### config.mk
export PLATFORM = sky130hd
export DESIGN_NAME = gray_sched
export DESIGN_NICKNAME = d
export VERILOG_FILES = /design/src/rtl/gray_sched.sv
export SDC_FILE = /design/constraint.sdc
export NUM_CORES = 1
export LEC_CHECK = 0
export ABC_AREA = 1
export CAP_MARGIN = 0
export CORE_UTILIZATION = 45
export CTS_CLUSTER_SIZE = 8
export DETAILED_ROUTE_END_ITERATION = 16
export PLACE_DENSITY = 0.77
export SYNTH_ARGS = -nofsm -noshare
export SYNTH_HDL_FRONTEND = slang
export SYNTH_SLANG_ARGS = --single-unit
### constraint.sdc
create_clock -name Clk -period 1.95 [get_ports Clk]
set_input_delay 0.39 -clock Clk [delete_from_list [all_inputs] [get_ports Clk]]
set_output_delay 0.39 -clock Clk [all_outputs]
set_load 0.01 [all_outputs]
### src/rtl/gray_sched.sv
// gray_sched: two-requester round-robin scheduler for a shared gray counter.
// A winner is granted, the counter is optionally cleared for one cycle, then
// enabled for the requested step count (or until an early abort), and the run
// ends with a single-cycle completion pulse carrying the requester index.
module gray_sched #(
  parameter int          STEP_W       = 3,
  parameter int unsigned CLR_ON_GRANT = 1
) (
  input  logic              Clk,
  input  logic              Reset,
  input  logic [1:0]        Req,
  input  logic [STEP_W-1:0] Steps0,
  input  logic [STEP_W-1:0] Steps1,
  input  logic              Abort,
  input  logic              CntOverflow,
  output logic [1:0]        Gnt,
  output logic              CntEn,
  output logic              CntClr,
  output logic              Busy,
  output logic              Done,
  output logic              DoneId,
  output logic              Wrapped,
  output logic              Aborted
);

  typedef enum logic [1:0] {
    S_IDLE  = 2'd0,
    S_GRANT = 2'd1,
    S_RUN   = 2'd2,
    S_DONE  = 2'd3
  } state_t;

  localparam logic [STEP_W:0] L_ONE      = (STEP_W+1)'(1);
  localparam logic [STEP_W:0] L_FULL_RUN = {1'b1, {STEP_W{1'b0}}};

  state_t            r_state;
  state_t            w_next;
  logic              r_ptr;        // index of the requester served last
  logic              r_idx;        // index of the requester currently granted
  logic [STEP_W:0]   r_remaining;
  logic              r_wrapped;
  logic              r_aborted;

  logic              w_winner;
  logic [STEP_W-1:0] w_steps;
  logic [STEP_W:0]   w_steps_ext;
  logic              w_last;

  // Round-robin pick and step-count expansion for the pending request.
  always_comb begin
    // NOTE: every variable gets a default first so no path can infer a latch.
    w_winner = 1'b0;
    unique case (Req)
      2'b01:   w_winner = 1'b0;
      2'b10:   w_winner = 1'b1;
      2'b11:   w_winner = ~r_ptr;
      default: w_winner = 1'b0;
    endcase
    w_steps     = w_winner ? Steps1 : Steps0;
    // A zero request field stands for the full 2^STEP_W run length.
    w_steps_ext = (w_steps == '0) ? L_FULL_RUN : {1'b0, w_steps};
    w_last      = (r_remaining == L_ONE);
  end

  // State register.
  always_ff @(posedge Clk or negedge Reset) begin
    // NOTE: sequential state uses non-blocking assignments only, so every
    // register samples pre-edge values regardless of statement order.
    if (!Reset) r_state <= S_IDLE;
    else        r_state <= w_next;
  end

  // Next-state decode; Abort on the final RUN cycle finishes normally anyway.
  always_comb begin
    w_next = r_state;
    unique case (r_state)
      S_IDLE:  if (|Req) w_next = S_GRANT;
      S_GRANT: w_next = S_RUN;
      S_RUN:   if (w_last || Abort) w_next = S_DONE;
      S_DONE:  w_next = S_IDLE;
      default: w_next = S_IDLE;
    endcase
  end

  // Run bookkeeping: winner capture on grant entry, countdown and flags in RUN.
  always_ff @(posedge Clk or negedge Reset) begin
    // NOTE: every control register is reset; the pointer starts at 1 so
    // requester 0 wins the first tie.
    if (!Reset) begin
      r_ptr       <= 1'b1;
      r_idx       <= 1'b0;
      r_remaining <= '0;
      r_wrapped   <= 1'b0;
      r_aborted   <= 1'b0;
    end else begin
      unique case (r_state)
        S_IDLE: begin
          if (|Req) begin
            r_ptr       <= w_winner;
            r_idx       <= w_winner;
            r_remaining <= w_steps_ext;
            r_wrapped   <= 1'b0;
            r_aborted   <= 1'b0;
          end
        end
        S_RUN: begin
          r_remaining <= r_remaining - L_ONE;
          if (CntOverflow)       r_wrapped <= 1'b1;
          if (Abort && !w_last)  r_aborted <= 1'b1;
        end
        default: ;
      endcase
    end
  end

  // Moore output decode from the registered state.
  always_comb begin
    Gnt     = 2'b00;
    CntEn   = 1'b0;
    CntClr  = 1'b0;
    Busy    = (r_state != S_IDLE);
    Done    = 1'b0;
    DoneId  = 1'b0;
    Wrapped = 1'b0;
    Aborted = 1'b0;
    if (r_state != S_IDLE) Gnt = r_idx ? 2'b10 : 2'b01;
    unique case (r_state)
      S_GRANT: CntClr = (CLR_ON_GRANT != 0);
      S_RUN:   CntEn  = 1'b1;
      S_DONE: begin
        Done    = 1'b1;
        DoneId  = r_idx;
        Wrapped = r_wrapped;
        Aborted = r_aborted;
      end
      default: ;
    endcase
  end

endmodule

==> results_tabular.tex, run 1 <==
\begin{tabular}{lr}
\hline
Metric & Value \\
\hline
\multicolumn{2}{l}{\textbf{Status}} \\
\quad Run status & finished clean \\
\multicolumn{2}{l}{\textbf{Route}} \\
\quad Total DRC errors in the routed layout & 0 \\
\quad DRC marker count from the first detailed-route iteration & 6 \\
\quad Detailed-routing iteration count for the pre-antenna-repair pass & 4 \\
\quad Final WL & 1465 um \\
\quad Detail-routed via count per cell & $\sim$5 \\
\quad ANT nets after route & 0 \\
\quad WL per Instance & 11.02 um \\
\quad Vias post-DR & 660 \\
\multicolumn{2}{l}{\textbf{Setup path}} \\
\quad Setup crit end & CntClr \\
\quad Depth of the worst register-to-register path & 8 \\
\quad Endpoint class of the critical path & output port \\
\quad Critical path startpoint category & flop \\
\quad RR Endpoint & r\_remaining[3] \\
\quad Data arrival time of the worst path & between 1500 and 2000 ps \\
\quad Slowest stage delay, CP & about 540 ps \\
\quad Cell-by-cell listing of the critical path & inv\_1, ha\_1, clkdlybuf4s50\_1 \\
\quad Setup slack, reg-to-reg & 370 ps \\
\quad Reg2Reg Launch Point & r\_state[0] \\
\quad Critical path class & reg -> out \\
\quad Top fanout value on the critical path & 3 \\
\quad CP Data Required Time & approximately 1600 ps \\
\quad Critical path launch point & r\_state[1] \\
\quad Slowest CP cell & clkdlybuf4s50\_1 \\
\multicolumn{2}{l}{\textbf{Timing}} \\
\quad Setup slack of the critical path after layout & about 38 ps \\
\quad Relative slew slack & between 60 and 70\% \\
\quad Final setup vio count & 0 \\
\quad Worst-case clock skew & 12.38 ps \\
\quad Highest attainable clock frequency & 0.5229 GHz \\
\quad Fin crit period & approximately 1900 ps \\
\quad Hold violation count in the final report & 0 \\
\quad Unrepaired setup endpoints after global routing & true \\
\quad Worst Tran Pin Value & 482.3 ps \\
\quad Sum Neg Setup Slack & 0 ps \\
\quad Max Slew Vio Count & 0 \\
\quad Final cycle utilization of the critical path & between 90\% and 100\% \\
\multicolumn{2}{l}{\textbf{Power and ir drop}} \\
\quad Fraction of power spent switching nets & roughly 45\% \\
\quad NetSw & 694.6 uW \\
\quad Power per Cell Area & 1572 nW/um\^{}2 \\
\quad Largest vdd supply drop & about 0.99 mV \\
\quad Fraction of power consumed by combinational cells & between 60\% and 70\% \\
\quad Flop pwr share & about 27\% \\
\quad Share of total power in the clock network & around a tenth \\
\quad LEAKAGE & around 0.00053 uW \\
\quad Internal Dissipation & $\sim$840 uW \\
\multicolumn{2}{l}{\textbf{Floorplan}} \\
\quad Rows & 13 \\
\quad Die outline height & around 41 um \\
\quad Die width & about 41 um \\
\quad I/O pin count & 21 \\
\quad Area of the die & roughly 1700 um\^{}2 \\
\quad Area inside the core boundary & between 1000 and 1500 um\^{}2 \\
\quad Starting density of the core & 50.73\% \\
\multicolumn{2}{l}{\textbf{Synth}} \\
\quad Synth top cells by count & nand2\_1, inv\_1, nor2\_1 \\
\quad Number of flip-flops and latches in the synthesized netlist & 10 \\
\quad Most frequent cell after synthesis & nand2\_1 \\
\quad Top cell type by total area after synthesis & dfrtp\_1 \\
\quad Fraction of synthesis flops using an asynchronous set or reset pin & 100.0\% \\
\quad Avg Inst Size Synth & $\sim$7.6 um\^{}2 \\
\quad Mapped Area & 693.2 um\^{}2 \\
\quad Number of distinct library cells after synthesis & 20 \\
\quad Synth top area share & between 30\% and 40\% \\
\quad Number of instances in the synthesized netlist & slightly above 90 \\
\quad Number of enable flip-flop cells after synthesis & 0 \\
\quad Ys Warns & 0 \\
\quad Most used flip-flop cell after synthesis & dfrtp\_1 \\
\quad Seq/Total Area, Yosys & between 30 and 40\% \\
\quad Cells taking the most area after synthesis & dfrtp\_1, nand2\_1, ha\_1 \\
\quad Net Count, Synth & approximately 110 \\
\multicolumn{2}{l}{\textbf{Cells and area}} \\
\quad Area added between synthesis and finish & 40.61\% \\
\quad Filler cell count in the final layout & about 120 \\
\quad Net total in the final layout & about 140 \\
\quad Count of antenna diodes in the layout & 0 \\
\quad Fraction of layout instances using a drive strength above 1 & between 10 and 15\% \\
\quad Final core utilization & between 70 and 80\% \\
\multicolumn{2}{l}{\textbf{Placement}} \\
\quad Worst slack at placement & 207.7 ps \\
\quad RePlAce Congestion & between 0.7 and 0.8 \\
\quad Port Buffer Count & 20 \\
\quad Half-perimeter wire length after detailed placement & 1140 um \\
\multicolumn{2}{l}{\textbf{Clock tree}} \\
\quad Clock latency on the worst-skew pair & 270 ps \\
\quad TritonCTS clock tree & built \\
\quad Buffers from clock root to sink, at most & 2 \\
\quad Post-cts hold buffer count & 0 \\
\quad Number of sinks driven by the clock tree & 10 \\
\quad Clk Tree Root Cell & clkbuf\_4 \\
\quad H-tree level count & 1 \\
\quad TritonCTS buffer count & 3 \\
\quad Reg clk slew, reported paths & $\sim$80 ps \\
\multicolumn{2}{l}{\textbf{Run}} \\
\quad Number of maximum-capacitance constraint violations & 0 \\
\multicolumn{2}{l}{\textbf{Global routing}} \\
\quad Global router's overall resource usage & between 20 and 25\% \\
\quad Pin count of the biggest net entering global routing & 11 \\
\quad Total congestion overflow & 0 \\
\quad Vias in the first global route & $\sim$600 \\
\quad Wire length of the first global-routing pass & approximately 2400 um \\
\quad Antenna violations before repair & 0 \\
\multicolumn{2}{l}{\textbf{Worst hold path}} \\
\quad Path category of the worst min-delay check & in -> async \\
\hline
\end{tabular}
-- flip-flops by register name, indices dropped and copies added, names as in the netlist --
name,cells
r_aborted,1
r_idx,1
r_ptr,1
r_remaining,4
r_state,2
r_wrapped,1
-- final cells by class --
type,instances,area [um^2],area share [%]
Clock buffer,4,26.28,2.696
Timing Repair Buffer,23,224.0,22.98
Tap cell,15,18.77,1.926
Sequential cell,10,251.5,25.80
Multi-Input combinational cell,64,390.4,40.05
Inverter,17,63.81,6.547
-- worst min path at each step --
stage,slack (ps),end,startpoint
after floorplan,90,r_aborted,Reset
after global placement,460,r_ptr,r_ptr
after detailed placement,470,r_ptr,r_ptr
after CTS,460,r_remaining[2],Reset
after global routing,490,r_aborted,Reset
final,440,r_aborted,Reset
-- power groups by stage --
stage               combinational (uW)  sequential [uW]  clock, uW
floorplan                          634              393          0
global placement                   952              407          0
detailed placement                 977              413          0
CTS                                957              410        164
global route                      1090              433        172
finish                             951              420        161
-- timing repair --
item                                    4_1_cts  5_1_grt
resized for setup                             3        4
setup buffers                                 0        0
pin swaps                                     0        1
endpoints found under the setup margin        3        4
-- logic make-up (layout without fill, tap and decap cells) --
logic type	Yosys count	in the layout	share of synthesized area, %
AO/OA/AOI/OAI	14	14	15.70
flip-flops	10	10	36.28
adder cells (fa/ha/maj)	6	6	10.83
buffers and inverters	17	44	9.206
AND/OR/NAND/NOR	43	43	26.72
XOR/XNOR	1	1	1.264
-- critical path, delay by kind of cell, from the launching register on --
family	cells	cell delay, ps
buffers and inverters	2	660
adders and majority gates	1	170
DFF	1	430
-- metrics by stage --
stage	cells	total power, uW	instance area (um^2)	hold WS, ps
2_1_floorplan	91	1027	693.2	94.41
3_3_place_gp	129	1360	934.6	460.4
3_5_place_dp	129	1389	934.6	471.6
4_1_cts	133	1531	957.2	460.6
5_1_grt	133	1698	974.7	486.0
6_report	133	1532	974.7	436.0
-- layout by cell type (no fill, tap or decap), drive strengths merged, types with 2 or more instances in the layout --
| cell | netlist | layout |
|---|---|---|
| nand2 | 23 | 23 |
| inv | 17 | 17 |
| clkdlybuf4s50 | 0 | 15 |
| nor2 | 11 | 11 |
| dfrtp | 9 | 9 |
| nand3 | 8 | 8 |
| ha | 6 | 6 |
| o21ai | 6 | 6 |
| a21oi | 5 | 5 |
| clkbuf | 0 | 4 |
| dlygate4sd2 | 0 | 3 |
| buf | 0 | 3 |
| dlymetal6s2s | 0 | 2 |
-- routing by layer --
| metal | share of wire (%) | track usage, % | vias up |
|---|---|---|---|
| met2 | 45 | 33.98 | 22 |
| li1 | - | - | 338 |
| met3 | 5.2 | 4.891 | 4 |
| met5 | 0 | 0 | - |
| met1 | 48 | 29.28 | 296 |
| met4 | 1.5 | 12.10 | 0 |
No activity file was read; power rests on OpenSTA's default activity.
==> inputs of run 2 (changes only) <==
PLACE_DENSITY = 0.82   (was 0.77)
==> run 2 against run 1 <==
  * Sequential share of layout area fell by 0.066 points
  * Critical path depth did not move
  * Core utilization rose by 0.18 points
  * Global-route usage fell by 0.61 points
  * Fmax rose by 1.3%
  * Non-clock buffer count did not move
  * Via count fell by 0.45%
  * Combinational power rose by 2%
  * Sequential power barely moved
  * Clock-buffer cell count did not move
==> results_tabular.tex, run 2 (synthesized netlist as in run 1, its figures left out) <==
\begin{tabular}{lr}
\hline
Metric & Value \\
\hline
\multicolumn{2}{l}{\textbf{Floorplan}} \\
\quad Die outline height & 41.25 um \\
\quad I/O pin count & 21 \\
\quad Rows & 13 \\
\quad Starting density of the core & 50.73\% \\
\quad Area inside the core boundary & between 1000 and 1500 um\^{}2 \\
\quad Area of the die & 1701 um\^{}2 \\
\quad Die width & around 41 um \\
\multicolumn{2}{l}{\textbf{Route}} \\
\quad Final WL & approximately 1500 um \\
\quad WL per Instance & $\sim$11 um \\
\quad Detailed-routing iteration count for the pre-antenna-repair pass & 5 \\
\quad Detail-routed via count per cell & $\sim$5 \\
\quad ANT nets after route & 0 \\
\quad DRC marker count from the first detailed-route iteration & 11 \\
\quad Vias post-DR & about 660 \\
\quad Total DRC errors in the routed layout & 0 \\
\multicolumn{2}{l}{\textbf{Cells and area}} \\
\quad Fraction of layout instances using a drive strength above 1 & 15.25\% \\
\quad Count of antenna diodes in the layout & 0 \\
\quad Max reg flops & 4 \\
\quad Filler cell count in the final layout & 126 \\
\quad Area used by multi-input combinational logic & about 390 um\^{}2 \\
\quad Most used cells in the layout excluding fill and tap cells & nand2\_1, inv\_1, clkdlybuf4s50\_1, nor2\_1, dfrtp\_1 \\
\quad Register ranked first by flip-flop count & r\_remaining \\
\quad Biggest regs & r\_remaining (4), r\_state (2) \\
\quad Final core utilization & 71.52\% \\
\quad Net total in the final layout & between 100 and 150 \\
\quad Area added between synthesis and finish & 40.97\% \\
\quad Combined flip-flop and latch cell area & approximately 250 um\^{}2 \\
\quad Most frequent standard cell in the layout excluding fill and tap cells & nand2\_1 \\
\multicolumn{2}{l}{\textbf{Clock tree}} \\
\quad Clock latency on the worst-skew pair & 270 ps \\
\quad H-tree level count & 1 \\
\quad Post-cts hold buffer count & 0 \\
\quad Setup repair bufs after CTS & 0 \\
\quad Number of sinks driven by the clock tree & 10 \\
\quad TritonCTS clock tree & built \\
\quad TritonCTS buffer count & 3 \\
\quad Buffers from clock root to sink, at most & 2 \\
\quad Clk Tree Root Cell & clkbuf\_4 \\
\quad Reg clk slew, reported paths & $\sim$70 ps \\
\multicolumn{2}{l}{\textbf{Status}} \\
\quad Run status & finished clean \\
\multicolumn{2}{l}{\textbf{Global routing}} \\
\quad Global router's overall resource usage & between 20\% and 30\% \\
\quad Vias in the first global route & 584 \\
\quad Total congestion overflow & 0 \\
\quad Antenna violations before repair & 0 \\
\quad Pin count of the biggest net entering global routing & 11 \\
\quad Wire length of the first global-routing pass & roughly 2400 um \\
\multicolumn{2}{l}{\textbf{Setup path}} \\
\quad Critical path class & reg -> out \\
\quad RR Endpoint & r\_remaining[3] \\
\quad Setup crit end & CntClr \\
\quad Slowest CP cell & clkdlybuf4s50\_1 \\
\quad Cell-by-cell listing of the critical path & inv\_1, ha\_1, clkdlybuf4s50\_1 \\
\quad Depth of the worst register-to-register path & 8 \\
\quad Data arrival time of the worst path & $\sim$1500 ps \\
\quad Endpoint class of the critical path & output port \\
\quad Top fanout value on the critical path & 3 \\
\quad Setup slack, reg-to-reg & 300 ps \\
\quad Slowest stage delay, CP & between 500 and 600 ps \\
\quad Critical path startpoint category & flop \\
\quad Critical path launch point & r\_state[1] \\
\quad CP Data Required Time & between 1500 and 2000 ps \\
\quad Reg2Reg Launch Point & r\_state[0] \\
\multicolumn{2}{l}{\textbf{Placement}} \\
\quad Port Buffer Count & 20 \\
\quad Half-perimeter wire length after detailed placement & between 1000 and 1500 um \\
\quad Worst slack at placement & 168.6 ps \\
\quad RePlAce Congestion & 0.7600 \\
\multicolumn{2}{l}{\textbf{Timing}} \\
\quad Unrepaired setup endpoints after global routing & false \\
\quad Worst Tran Pin Value & 507.8 ps \\
\quad Setup slack of the critical path after layout & $\sim$62 ps \\
\quad Worst hold margin & around 450 ps \\
\quad Worst-case clock skew & between 6 and 7 ps \\
\quad Final cycle utilization of the critical path & slightly below 100\% \\
\quad Relative slew slack & around two thirds \\
\quad Highest attainable clock frequency & approximately 0.53 GHz \\
\quad Fin crit period & 1888 ps \\
\quad Sum Neg Setup Slack & 0 ps \\
\quad Hold violation count in the final report & 0 \\
\quad Max Slew Vio Count & 0 \\
\quad Final setup vio count & 0 \\
\multicolumn{2}{l}{\textbf{Power and ir drop}} \\
\quad Largest vdd supply drop & 1.163 mV \\
\quad Post-route total power & roughly 1500 uW \\
\quad Power per Cell Area & 1582 nW/um\^{}2 \\
\quad LEAKAGE & around 0.00052 uW \\
\multicolumn{2}{l}{\textbf{Worst hold path}} \\
\quad Path category of the worst min-delay check & in -> async \\
\multicolumn{2}{l}{\textbf{Run}} \\
\quad Number of maximum-capacitance constraint violations & 0 \\
\hline
\end{tabular}
-- run 2: worst min-delay path by stage --
stage / from / to / slack, ps / cells after the start
6_report: Reset / r_aborted / 450 / 1
5_1_grt: Reset / r_aborted / 480 / 1
4_1_cts: Reset / r_aborted / 460 / 1
3_5_place_dp: r_ptr / r_ptr / 480 / 2
3_3_place_gp: r_ptr / r_ptr / 460 / 2
2_1_floorplan: Reset / r_aborted / 90 / 0
-- run 2: report_power, final --
part | total, uW | internal (uW) | switching (uW)
sequential | 423 | 328 | 94.8
combinational | 967 | 431 | 536
clock | 156 | 79.3 | 77.0
-- run 2: cell type report --
type,count,area share [%]
clock buffer,4,2.689
inverter,17,6.530
multi-input combinational,64,40.20
sequential,10,25.74
tap,15,1.921
timing repair buffer,23,22.92
-- run 2: repair_timing --
item | CTS | global route
hold endpoints to repair | 0 | 0
gates cloned | 0 | 0
resized for setup | 4 | 4
pin swaps | 0 | 0
setup endpoints to repair | 3 | 4
-- run 2: through the flow --
step	instance area, um^2	std cells
2_1_floorplan	693.2	91
3_3_place_gp	934.6	129
3_5_place_dp	934.6	129
4_1_cts	959.7	133
5_1_grt	977.2	133
6_report	977.2	133
-- run 2: critical path: cells and delay by family (launching register included) --
kind	cells	cell delay, ps
adders and majority gates	1	150
DFF	1	420
buffers and inverters	2	650
-- run 2: metal layers --
metal	vias up	track usage [%]	share of wire, %
met5	-	0	0
met4	0	11.29	1.5
met3	2	3.261	6.3
met2	26	36.33	46
met1	286	26.80	46
li1	343	-	-
